`config.mk`:
```
export PLATFORM = sky130hd
export DESIGN_NAME = pet_control_fsm_flat
export DESIGN_NICKNAME = d
export VERILOG_FILES = /design/src/rtl/pet_control_fsm_pkg.sv /design/src/rtl/pet_control_fsm_if.sv /design/src/rtl/pet_control_fsm_key_edge_detect.sv /design/src/rtl/pet_control_fsm.sv /design/src/flat_wrapper.sv
export SDC_FILE = /design/constraint.sdc
export NUM_CORES = 1
export LEC_CHECK = 0
export ABC_AREA = 1
export CAP_MARGIN = 30
export CORE_ASPECT_RATIO = 1.1
export CORE_MARGIN = 5
export CORE_UTILIZATION = 30
export DETAILED_ROUTE_END_ITERATION = 8
export HOLD_SLACK_MARGIN = 0.08
export SYNTH_ARGS = -nofsm -noshare
export SYNTH_HDL_FRONTEND = slang
export SYNTH_SLANG_ARGS = --single-unit
```
`constraint.sdc`:
```
create_clock -name clk -period 1.5 [get_ports clk]
set_input_delay 0.3 -clock clk [delete_from_list [all_inputs] [get_ports clk]]
set_output_delay 0.3 -clock clk [all_outputs]
set_load 0.05 [all_outputs]
```
`src/rtl/pet_control_fsm_pkg.sv`:
```
// Shared types and constants for the virtual-pet control FSM: state encoding,
// action/status bit positions, bubble priority and the draw-request bundle.
package pet_ctrl_pkg;

    typedef enum logic [3:0] {
        S_INIT    = 4'd0,
        S_START   = 4'd1,
        S_WAIT_GO = 4'd2,
        S_BG      = 4'd3,
        S_PET     = 4'd4,
        S_BUBBLE  = 4'd5,
        S_IDLE    = 4'd6,
        S_ACT     = 4'd7,
        S_GIVE    = 4'd8,
        S_END     = 4'd9,
        S_DEAD    = 4'd10
    } state_e;

    localparam int ACT_FOOD  = 0;
    localparam int ACT_BALL  = 1;
    localparam int ACT_PILLS = 2;
    localparam int ACT_BROOM = 3;
    localparam int ACT_FAID  = 4;
    localparam int N_ACT     = 5;

    // Status bits are ordered by bubble priority: a higher index wins.
    localparam int ST_BORED  = 0;
    localparam int ST_DIRTY  = 1;
    localparam int ST_HUNGRY = 2;
    localparam int ST_SICK   = 3;
    localparam int ST_DYING  = 4;
    localparam int N_ST      = 5;

    localparam logic [19:0] REFRESH_CYCLES_DEF = 20'd833333;

    typedef struct packed {
        logic             start;
        logic             bg;
        logic             pet;
        logic             zs;
        logic             fin;
        logic [N_ACT-1:0] item;
        logic [N_ST-1:0]  bubble;
    } draw_t;

    function automatic logic [N_ST-1:0] bubble_sel(input logic [N_ST-1:0] st);
        logic [N_ST-1:0] r;
        r = '0;
        for (int i = 0; i < N_ST; i++) begin
            if (st[i]) r = N_ST'(1) << i;
        end
        return r;
    endfunction

    function automatic logic is_onehot(input logic [N_ACT-1:0] v);
        return (v != '0) && ((v & (v - N_ACT'(1))) == '0);
    endfunction

endpackage

```
`src/rtl/pet_control_fsm_if.sv`:
```
// Bundle of datapath flags, player inputs, renderer handshake and action pulses
// between the pet control FSM (master) and its surroundings (slave).
interface pet_control_fsm_if;
    import pet_ctrl_pkg::*;

    logic [N_ACT-1:0] sel;
    logic exec;
    logic draw_done;
    logic hungry, bored, sick, dirty, dying, deceased, sleeping;
    logic foodGiven, ballGiven, pillsGiven, broomGiven, firstAidGiven;
    logic draw_start, draw_bg, draw_pet, draw_zs, draw_end;
    logic draw_food, draw_ball, draw_pills, draw_broom, draw_firstAid;
    logic draw_hunger, draw_bored, draw_dirty, draw_sick, draw_dying;

    modport master (
        input  sel, exec, draw_done,
        input  hungry, bored, sick, dirty, dying, deceased, sleeping,
        output foodGiven, ballGiven, pillsGiven, broomGiven, firstAidGiven,
        output draw_start, draw_bg, draw_pet, draw_zs, draw_end,
        output draw_food, draw_ball, draw_pills, draw_broom, draw_firstAid,
        output draw_hunger, draw_bored, draw_dirty, draw_sick, draw_dying
    );

    modport slave (
        output sel, exec, draw_done,
        output hungry, bored, sick, dirty, dying, deceased, sleeping,
        input  foodGiven, ballGiven, pillsGiven, broomGiven, firstAidGiven,
        input  draw_start, draw_bg, draw_pet, draw_zs, draw_end,
        input  draw_food, draw_ball, draw_pills, draw_broom, draw_firstAid,
        input  draw_hunger, draw_bored, draw_dirty, draw_sick, draw_dying
    );

endinterface

```
`src/rtl/pet_control_fsm_key_edge_detect.sv`:
```
// Rising-edge detector for an already-synchronized key/level input.
module key_edge_detect (
    input  logic clk,
    input  logic resetn,
    input  logic in_i,
    output logic rise_o
);

    logic prev_q;

    always_ff @(posedge clk) begin
        if (!resetn) prev_q <= 1'b0;
        else         prev_q <= in_i;
    end

    assign rise_o = in_i & ~prev_q;

endmodule

```
`src/rtl/pet_control_fsm.sv`:
```
// Virtual-pet control FSM: sequences renderer draw requests and issues
// single-cycle item pulses to the pet datapath.
module pet_control_fsm
    import pet_ctrl_pkg::*;
#(
    parameter int               TMR_W          = 20,
    parameter logic [TMR_W-1:0] REFRESH_CYCLES = TMR_W'(REFRESH_CYCLES_DEF)
) (
    input  logic               clk,
    input  logic               resetn,
    pet_control_fsm_if.master  bus
);

    localparam logic [TMR_W-1:0] TMR_LAST = REFRESH_CYCLES - TMR_W'(1);

    state_e            state_q, state_d;
    logic [TMR_W-1:0]  tmr_q, tmr_d;
    logic [N_ACT-1:0]  act_q, act_d;
    logic [N_ST-1:0]   st_q, st_d;
    logic              slp_q, slp_d;
    draw_t             draw_q;
    logic [N_ACT-1:0]  give_q;

    logic              exec_rise;
    logic [N_ST-1:0]   st_now;
    logic              act_ok;
    logic              redraw;

    key_edge_detect u_exec_edge (
        .clk    (clk),
        .resetn (resetn),
        .in_i   (bus.exec),
        .rise_o (exec_rise)
    );

    always_comb begin
        st_now             = '0;
        st_now[ST_DYING]   = bus.dying;
        st_now[ST_SICK]    = bus.sick;
        st_now[ST_HUNGRY]  = bus.hungry;
        st_now[ST_DIRTY]   = bus.dirty;
        st_now[ST_BORED]   = bus.bored;
    end

    assign act_ok = exec_rise && is_onehot(bus.sel) && !bus.sleeping;
    assign redraw = (tmr_q == TMR_LAST) || (st_now != st_q) || (bus.sleeping != slp_q);

    // Outputs are registered from the next state so they match the state register.
    function automatic draw_t draw_decode(input state_e s, input logic [N_ACT-1:0] act,
                                          input logic [N_ST-1:0] st, input logic slp);
        draw_t d;
        d = '0;
        case (s)
            S_START:  d.start  = 1'b1;
            S_BG:     d.bg     = 1'b1;
            S_PET:    begin
                d.zs  = slp;
                d.pet = ~slp;
            end
            S_BUBBLE: d.bubble = bubble_sel(st);
            S_ACT:    d.item   = act;
            S_END:    d.fin    = 1'b1;
            default:  d        = '0;
        endcase
        return d;
    endfunction

    always_comb begin
        state_d = state_q;
        tmr_d   = '0;
        act_d   = act_q;
        st_d    = st_q;
        slp_d   = slp_q;
        unique case (state_q)
            S_INIT:    state_d = S_START;
            S_START:   if (bus.draw_done) state_d = S_WAIT_GO;
            S_WAIT_GO: if (exec_rise) state_d = S_BG;
            S_BG: begin
                if (bus.draw_done) begin
                    slp_d   = bus.sleeping;
                    st_d    = st_now;
                    state_d = bus.deceased ? S_END : S_PET;
                end
            end
            S_PET: begin
                if (bus.draw_done) begin
                    if (bus.deceased)     state_d = S_END;
                    else if (st_q != '0)  state_d = S_BUBBLE;
                    else                  state_d = S_IDLE;
                end
            end
            S_BUBBLE:  if (bus.draw_done) state_d = S_IDLE;
            S_IDLE: begin
                if (bus.deceased) begin
                    state_d = S_END;
                end else if (act_ok) begin
                    act_d   = bus.sel;
                    state_d = S_ACT;
                end else if (redraw) begin
                    state_d = S_BG;
                end else begin
                    tmr_d   = tmr_q + TMR_W'(1);
                end
            end
            S_ACT:     if (bus.draw_done) state_d = bus.deceased ? S_END : S_GIVE;
            S_GIVE:    state_d = S_BG;
            S_END:     if (bus.draw_done) state_d = S_DEAD;
            S_DEAD:    state_d = S_DEAD;
            default:   state_d = S_INIT;
        endcase
    end

    always_ff @(posedge clk) begin
        if (!resetn) begin
            state_q <= S_INIT;
            tmr_q   <= '0;
            act_q   <= '0;
            st_q    <= '0;
            slp_q   <= 1'b0;
            draw_q  <= '0;
            give_q  <= '0;
        end else begin
            state_q <= state_d;
            tmr_q   <= tmr_d;
            act_q   <= act_d;
            st_q    <= st_d;
            slp_q   <= slp_d;
            draw_q  <= draw_decode(state_d, act_d, st_d, slp_d);
            give_q  <= (state_d == S_GIVE) ? act_d : '0;
        end
    end

    assign bus.draw_start    = draw_q.start;
    assign bus.draw_bg       = draw_q.bg;
    assign bus.draw_pet      = draw_q.pet;
    assign bus.draw_zs       = draw_q.zs;
    assign bus.draw_end      = draw_q.fin;
    assign bus.draw_food     = draw_q.item[ACT_FOOD];
    assign bus.draw_ball     = draw_q.item[ACT_BALL];
    assign bus.draw_pills    = draw_q.item[ACT_PILLS];
    assign bus.draw_broom    = draw_q.item[ACT_BROOM];
    assign bus.draw_firstAid = draw_q.item[ACT_FAID];
    assign bus.draw_hunger   = draw_q.bubble[ST_HUNGRY];
    assign bus.draw_bored    = draw_q.bubble[ST_BORED];
    assign bus.draw_dirty    = draw_q.bubble[ST_DIRTY];
    assign bus.draw_sick     = draw_q.bubble[ST_SICK];
    assign bus.draw_dying    = draw_q.bubble[ST_DYING];
    assign bus.foodGiven     = give_q[ACT_FOOD];
    assign bus.ballGiven     = give_q[ACT_BALL];
    assign bus.pillsGiven    = give_q[ACT_PILLS];
    assign bus.broomGiven    = give_q[ACT_BROOM];
    assign bus.firstAidGiven = give_q[ACT_FAID];

endmodule

```
`src/flat_wrapper.sv`:
```
// flat-port wrapper written by rule: the top's interface ports become plain ports
module pet_control_fsm_flat import pet_ctrl_pkg::*;
#(
    parameter int               TMR_W          = 20,
    parameter logic [TMR_W-1:0] REFRESH_CYCLES = TMR_W'(REFRESH_CYCLES_DEF)
)
  (clk, resetn, bus_sel, bus_exec, bus_draw_done, bus_hungry, bus_bored, bus_sick, bus_dirty, bus_dying, bus_deceased, bus_sleeping, bus_foodGiven, bus_ballGiven, bus_pillsGiven, bus_broomGiven, bus_firstAidGiven, bus_draw_start, bus_draw_bg, bus_draw_pet, bus_draw_zs, bus_draw_end, bus_draw_food, bus_draw_ball, bus_draw_pills, bus_draw_broom, bus_draw_firstAid, bus_draw_hunger, bus_draw_bored, bus_draw_dirty, bus_draw_sick, bus_draw_dying);
  pet_control_fsm_if bus_i ();
  input  logic clk;
  input  logic resetn;
  input wire logic [$bits(bus_i.sel)-1:0] bus_sel;
  input wire logic [$bits(bus_i.exec)-1:0] bus_exec;
  input wire logic [$bits(bus_i.draw_done)-1:0] bus_draw_done;
  input wire logic [$bits(bus_i.hungry)-1:0] bus_hungry;
  input wire logic [$bits(bus_i.bored)-1:0] bus_bored;
  input wire logic [$bits(bus_i.sick)-1:0] bus_sick;
  input wire logic [$bits(bus_i.dirty)-1:0] bus_dirty;
  input wire logic [$bits(bus_i.dying)-1:0] bus_dying;
  input wire logic [$bits(bus_i.deceased)-1:0] bus_deceased;
  input wire logic [$bits(bus_i.sleeping)-1:0] bus_sleeping;
  output wire logic [$bits(bus_i.foodGiven)-1:0] bus_foodGiven;
  output wire logic [$bits(bus_i.ballGiven)-1:0] bus_ballGiven;
  output wire logic [$bits(bus_i.pillsGiven)-1:0] bus_pillsGiven;
  output wire logic [$bits(bus_i.broomGiven)-1:0] bus_broomGiven;
  output wire logic [$bits(bus_i.firstAidGiven)-1:0] bus_firstAidGiven;
  output wire logic [$bits(bus_i.draw_start)-1:0] bus_draw_start;
  output wire logic [$bits(bus_i.draw_bg)-1:0] bus_draw_bg;
  output wire logic [$bits(bus_i.draw_pet)-1:0] bus_draw_pet;
  output wire logic [$bits(bus_i.draw_zs)-1:0] bus_draw_zs;
  output wire logic [$bits(bus_i.draw_end)-1:0] bus_draw_end;
  output wire logic [$bits(bus_i.draw_food)-1:0] bus_draw_food;
  output wire logic [$bits(bus_i.draw_ball)-1:0] bus_draw_ball;
  output wire logic [$bits(bus_i.draw_pills)-1:0] bus_draw_pills;
  output wire logic [$bits(bus_i.draw_broom)-1:0] bus_draw_broom;
  output wire logic [$bits(bus_i.draw_firstAid)-1:0] bus_draw_firstAid;
  output wire logic [$bits(bus_i.draw_hunger)-1:0] bus_draw_hunger;
  output wire logic [$bits(bus_i.draw_bored)-1:0] bus_draw_bored;
  output wire logic [$bits(bus_i.draw_dirty)-1:0] bus_draw_dirty;
  output wire logic [$bits(bus_i.draw_sick)-1:0] bus_draw_sick;
  output wire logic [$bits(bus_i.draw_dying)-1:0] bus_draw_dying;
  assign bus_i.sel = bus_sel;
  assign bus_i.exec = bus_exec;
  assign bus_i.draw_done = bus_draw_done;
  assign bus_i.hungry = bus_hungry;
  assign bus_i.bored = bus_bored;
  assign bus_i.sick = bus_sick;
  assign bus_i.dirty = bus_dirty;
  assign bus_i.dying = bus_dying;
  assign bus_i.deceased = bus_deceased;
  assign bus_i.sleeping = bus_sleeping;
  assign bus_foodGiven = bus_i.foodGiven;
  assign bus_ballGiven = bus_i.ballGiven;
  assign bus_pillsGiven = bus_i.pillsGiven;
  assign bus_broomGiven = bus_i.broomGiven;
  assign bus_firstAidGiven = bus_i.firstAidGiven;
  assign bus_draw_start = bus_i.draw_start;
  assign bus_draw_bg = bus_i.draw_bg;
  assign bus_draw_pet = bus_i.draw_pet;
  assign bus_draw_zs = bus_i.draw_zs;
  assign bus_draw_end = bus_i.draw_end;
  assign bus_draw_food = bus_i.draw_food;
  assign bus_draw_ball = bus_i.draw_ball;
  assign bus_draw_pills = bus_i.draw_pills;
  assign bus_draw_broom = bus_i.draw_broom;
  assign bus_draw_firstAid = bus_i.draw_firstAid;
  assign bus_draw_hunger = bus_i.draw_hunger;
  assign bus_draw_bored = bus_i.draw_bored;
  assign bus_draw_dirty = bus_i.draw_dirty;
  assign bus_draw_sick = bus_i.draw_sick;
  assign bus_draw_dying = bus_i.draw_dying;
  pet_control_fsm #(.TMR_W(TMR_W), .REFRESH_CYCLES(REFRESH_CYCLES)) u_core (.clk(clk), .resetn(resetn), .bus(bus_i));
endmodule
```
==> results.py, run 1 <==
metrics = {
    "synth": {
        "synth_edf_count": 0,
        "syn_nets": 390,
        "yosysWarnings": 0,
        "synthArstFlopShare_pct": 0,
        "synth_area_leaders": "dfxtp_1 43%, nand2_1 14%, nor2_1 8.3%, inv_1 7.0%, nand3_1 3.3%",
        "synthTopCellsByCount": "96 x nand2_1, 58 x nor2_1, 56 x dfxtp_1",
        "avgSynthCellArea_um2": 7.02,
        "synth.cell_area_um2": 2610,
        "synth-main-ff-cell": "dfxtp_1",
        "ys_seq_area_share_pct": 42.9,
        "synth.top_cell.area_share_pct": 42.9,
        "ys_ff_latch": 56,
        "yosysMostFrequentCell": "nand2_1",
        "synth_cells": 372,
        "ys_types": 36,
        "yosysTopAreaCell": "dfxtp_1",
    },
    "setup_path": {
        "crit_fanout": 5,
        "setup.worst_path.start": "u_core.tmr_q[0]",
        "required_ps": 1760,
        "path_cells": "inv_2, ha_4, nand2_2, nor2_2, nand3_2, nor2_4, nor2_4, nand2_1, nand2_2, nand2_4, nand4_4, nor3_2",
        "reg2reg_to": "u_core.bus.draw_bored",
        "r2r_slack_ps": -170,
        "critPathKind": "register to register",
        "max_stage_delay_ps": 340,
        "endpoint_kind": "register",
        "r2r-start": "u_core.tmr_q[0]",
        "reg2reg_depth": 12,
        "crit_path_start_kind": "register",
        "cp_slowest_cell": "dfxtp_2",
        "arrival_ps": 1930,
    },
    "hold_path": {
        "hp-class": "input pin to register",
        "min_path_cells": 3,
        "hold_path_end": "u_core.u_exec_edge.prev_q",
        "holdCritStartpoint": "bus_exec",
    },
    "floorplanning": {
        "core_um2": 8450,
        "top_level_ports": 36,
        "die_area_um2": 10700,
        "start_util_pct": 30.9,
        "rows": 35,
        "die_width_um": 99.0,
        "die_h_um": 108,
    },
    "drt": {
        "dr_total_vias": 2645,
        "firstDrtPassIters": 4,
        "drcViolationCount": 0,
        "wirelength_um": 6940,
        "vias_per_cell": 4.35,
        "drt_iter0_drc": 92,
        "routedWlPerCell_um": 11.4,
        "antenna_left": 0,
    },
    "power_and_ir_drop": {
        "leakage_uw": 0.00189,
        "ir_drop_v": 0.000398,
        "power.density_cell_area_nw_per_um2": 674,
    },
    "outcome": {
        "violations": "setup timing",
        "status": "complete, but fails checks",
    },
    "sta": {
        "drv_slew": 0,
        "relSlewSlack_pct": 75.0,
        "period_share_pct": 111,
        "setup_viol": 42,
        "worst_slack_ps": -167,
        "tightestPinTransition_ps": 373,
        "fin_hold_ws_ps": 300,
        "hold_violations": 0,
        "fmax_ghz": 0.600,
        "finalCriticalPeriod_ps": 1670,
        "finalClockSkew_ps": 15.1,
        "rsz0062_at_grt": "true",
    },
    "global_routing": {
        "grt.overflow.total": 0,
        "grt_pass1_vias": 2685,
        "grt_max_degree": 21,
        "antenna_found_initial": 0,
        "grt_usage_pct": 13.1,
        "grt_pass1_wl_um": 11700,
    },
    "layout": {
        "drive_gt1_share_pct": 46.1,
        "fin_cells": 608,
        "area_growth_pct": 69.5,
        "diodes": 0,
        "nets": 514,
        "final_core_util_pct": 52.4,
    },
    "clock_tree": {
        "cts_hold_buf": 0,
        "htreeDepth": 2,
        "clockBufferDepth": 2,
        "cts_sinks": 56,
        "cts_inserted_buffers": 5,
        "tritoncts": "built",
        "clk_latency_ps": 320,
        "cts_root_buf": "clkbuf_8",
        "cts.clk_slew.worst_paths_ps": 120,
    },
    "placed_design": {
        "portBuffers": 35,
        "place_inst": 584,
        "dp_hpwl_um": 5130,
        "gp_congestion": 0.848,
    },
    "run": {
        "maxCapViolCount": 0,
    },
}
==> worst max-delay path by stage <==
stage	to	slack (ps)
CTS	u_core.tmr_q[18]	-160
global placement	u_core.give_q[3]	-560
detailed placement	u_core.bus.draw_broom	-610
finish	u_core.bus.draw_bored	-170
global route	u_core.bus.draw_bored	-280
floorplan	u_core.tmr_q[18]	-40
==> state kept, by name, summed over array words and instances, names as in the netlist, 4 cells and up <==
name and flops:
u_core.act_q 5, u_core.st_q 5, u_core.give_q 5, u_core.tmr_q 20, u_core.state_q 4
==> metrics by stage <==
step | setup TNS (ps) | total power (uW) | cell area (um2) | setup slack, ps
after global placement | -24260 | 2000 | 3870 | -559
final | -3100 | 2980 | 4430 | -167
after global routing | -7790 | 3130 | 4430 | -279
after CTS | -3060 | 2940 | 4200 | -162
after floorplan | -43.0 | 1780 | 2670 | -43.0
after detailed placement | -25720 | 2010 | 3870 | -613
==> timing repair <==
| action | CTS | global route |
|---|---|---|
| pin swaps | 26 | 22 |
| hold endpoints to repair | 0 | 0 |
| resized for setup | 64 | 60 |
| buffers inserted | 12 | 3 |
| endpoints found under the setup margin | 48 | 52 |
| cloned | 1 | 0 |
==> worst max-delay path: cells and delay by family, from the launching register on <==
| family | cells | cell delay [ps] |
|---|---|---|
| flops | 1 | 340 |
| fa+ha+maj | 1 | 130 |
| simple gates | 10 | 1090 |
| buf+inv | 1 | 60 |
==> cell families (layout without fill, tap and decap cells) <==
family	count (synthesis)	in the layout	synth area share, %
AOI/OAI and AO/OA	40	40	8.58
xor gates and xnor gates	1	1	0.335
adders and majority gates	2	2	0.958
buffers and inverters	61	186	9.25
DFF	56	56	42.9
and+or+nand+nor	212	212	37.9
==> cell type report <==
cell class              count  area (um2)
fillers                   781        4030
multi-input cells         255        1610
repair buffers            120        1210
flip-flops and latches     56        1130
inverters                  57         225
well taps                 111         139
clock buffers               5        68.8
clock inverters             3        33.8
repair inverters            1        5.00
==> layout by cell type (no fill, tap or decap), types with 10 or more instances in the layout <==
cell type / n
nor2_1: 43
dfxtp_2: 10
nor2_2: 10
buf_4: 77
nand2_1: 82
buf_12: 21
nor2_4: 17
nand2_2: 13
inv_2: 11
dlygate4sd2_1: 13
inv_1: 42
dfxtp_1: 46
==> power by group <==
part	total [uW]	switching (uW)	internal (uW)	leakage (uW)
Sequential	1540	26.3	1510	0.000457
Clock	911	558	353	0.0000515
Combinational	529	286	243	0.00138
==> metal layers <==
metal	track usage, %	vias to the layer above	share of wire (%)
met5	0	-	0
met4	2.93	0	1.7
met3	3.31	13	3.7
met2	24.3	41	53
met1	15.0	1182	41
li1	-	1409	-
(Power assumes the default switching activity.)
==> run 2, diff against run 1 <==
--- a/config.mk
+++ b/config.mk
@@ -12,6 +12,7 @@
 export CORE_UTILIZATION = 30
 export DETAILED_ROUTE_END_ITERATION = 8
 export HOLD_SLACK_MARGIN = 0.08
+export MAX_ROUTING_LAYER = met4
 export SYNTH_ARGS = -nofsm -noshare
 export SYNTH_HDL_FRONTEND = slang
 export SYNTH_SLANG_ARGS = --single-unit
==> run 2 against run 1 <==
Against the previous run:
- the flow still finishes with violations (setup timing)
- core utilization stayed put
- critical path depth stayed put
- register-to-register slack hardly changed
- clock skew hardly changed
- global-route usage is 0.34 points higher
- non-clock buffer count stayed put
- clock power is 0.4% lower
- sequential cell count stayed put
- setup slack better by 8.9 ps
- highest routed layer unchanged
==> results.py, run 2 (synthesized netlist as in run 1, its figures left out) <==
metrics = {
    "floorplanning": {
        "die_h_um": 108,
        "top_level_ports": 36,
        "rows": 35,
        "core_um2": 8450,
        "die_width_um": 99.0,
        "die_area_um2": 10700,
        "start_util_pct": 30.9,
    },
    "layout": {
        "layout_common_cells": "82 x nand2_1, 77 x buf_4, 46 x dfxtp_1",
        "fillers": 781,
        "nets": 514,
        "final_core_util_pct": 52.4,
        "final_common_cell": "nand2_1",
        "largest_reg_flops": 20,
        "diodes": 0,
        "area_growth_pct": 69.5,
        "regArea_um2": 1130,
        "multi_input_area_um2": 1610,
        "drive_gt1_share_pct": 46.1,
        "top_register": "u_core.tmr_q",
    },
    "setup_path": {
        "crit_path_start_kind": "register",
        "r2r_slack_ps": -160,
        "crit_fanout": 5,
        "critPathKind": "register to register",
        "arrival_ps": 1920,
        "endpoint_kind": "register",
        "required_ps": 1760,
    },
    "drt": {
        "dr_total_vias": 2652,
        "drcViolationCount": 0,
        "wirelength_um": 6910,
        "vias_per_cell": 4.36,
        "antenna_left": 0,
        "drt_iter0_drc": 79,
        "firstDrtPassIters": 4,
        "routedWlPerCell_um": 11.4,
    },
    "sta": {
        "setup_viol": 41,
        "tns_ps": -2790,
        "period_share_pct": 111,
        "worst_slack_ps": -158,
        "tightestPinTransition_ps": 368,
        "finalCriticalPeriod_ps": 1660,
        "fmax_ghz": 0.603,
        "rsz0062_at_grt": "true",
        "finalClockSkew_ps": 14.6,
        "drv_slew": 0,
        "hold_violations": 0,
        "fin_hold_ws_ps": 302,
        "relSlewSlack_pct": 75.3,
    },
    "outcome": {
        "status": "complete, but fails checks",
        "violations": "setup timing",
    },
    "hold_path": {
        "hp-class": "input pin to register",
    },
    "global_routing": {
        "antenna_found_initial": 0,
        "grt_pass1_wl_um": 11700,
        "grt_usage_pct": 13.5,
        "grt.overflow.total": 0,
        "grt_pass1_vias": 2692,
        "grt_max_degree": 21,
    },
    "placed_design": {
        "portBuffers": 35,
        "gp_congestion": 0.861,
        "dp_hpwl_um": 5130,
        "place_ws_ps": -613,
    },
    "run": {
        "maxCapViolCount": 0,
    },
    "power_and_ir_drop": {
        "leakage_uw": 0.00189,
        "power.density_cell_area_nw_per_um2": 673,
        "ir_drop_v": 0.000398,
    },
    "clock_tree": {
        "cts_inserted_buffers": 5,
        "cts_root_buf": "clkbuf_8",
        "tritoncts": "built",
        "clockBufferDepth": 2,
        "htreeDepth": 2,
        "clk_latency_ps": 320,
        "cts.clk_slew.worst_paths_ps": 120,
        "cts_sinks": 56,
    },
}
run 2: cell counts in the layout (fill, tap and decap cells not counted):
Identical to the previous run, type by type.
run 2: final timing paths:
check,start,endpoint,cells past startpoint
min reg2reg,u_core.tmr_q[18],u_core.tmr_q[18],2
max reg2reg,u_core.tmr_q[0],u_core.bus.draw_bored,12
max,u_core.tmr_q[0],u_core.bus.draw_bored,12
min,bus_exec,u_core.u_exec_edge.prev_q,3
run 2: what timing repair did:
action | 4_1_cts | 5_1_grt
endpoints found under the setup margin | 48 | 52
cloned | 1 | 0
setup buffers | 12 | 3
pin swaps | 26 | 22
gates resized for setup | 64 | 60
hold buffers | 0 | 0
endpoints found under the hold margin | 0 | 0
run 2: per-stage QoR:
step	power (uW)	instances	instance area, um2
CTS	2940	605	4200
finish	2980	608	4430
global placement	2000	584	3870
detailed placement	2010	584	3870
floorplan	1780	372	2670
global route	3130	608	4430
run 2: worst max-delay path, cell delays in order, from the launching register on:
cell     delay [ps]
dfxtp_2         340
inv_2            60
ha_4            130
nand2_2          50
nor2_2          120
nand3_2          90
nor2_4          160
nor2_4           50
nand2_1          70
nand2_2          80
nand2_4         120
nand4_4         150
nor3_2          180
run 2: power by group:
part | internal (uW) | switching [uW]
Clock | 353 | 554
Sequential | 1510 | 26.3
Combinational | 243 | 286
Total | 2110 | 866
run 2: cell type report:
class / instances / share of cell area, %
timing repair buffer: 120 / 27.4
tap: 111 / 3.14
clock buffer: 5 / 1.55
multi-input combinational: 255 / 36.4
timing repair inverter: 1 / 0.113
clock inverter: 3 / 0.763
inverter: 57 / 5.09
sequential: 56 / 25.6
run 2: routing by layer:
layer  track usage (%)  wire [um]
met5                 -          0
met4              2.93        116
met3              2.98        255
met2              24.3       3710
met1              15.2       2830
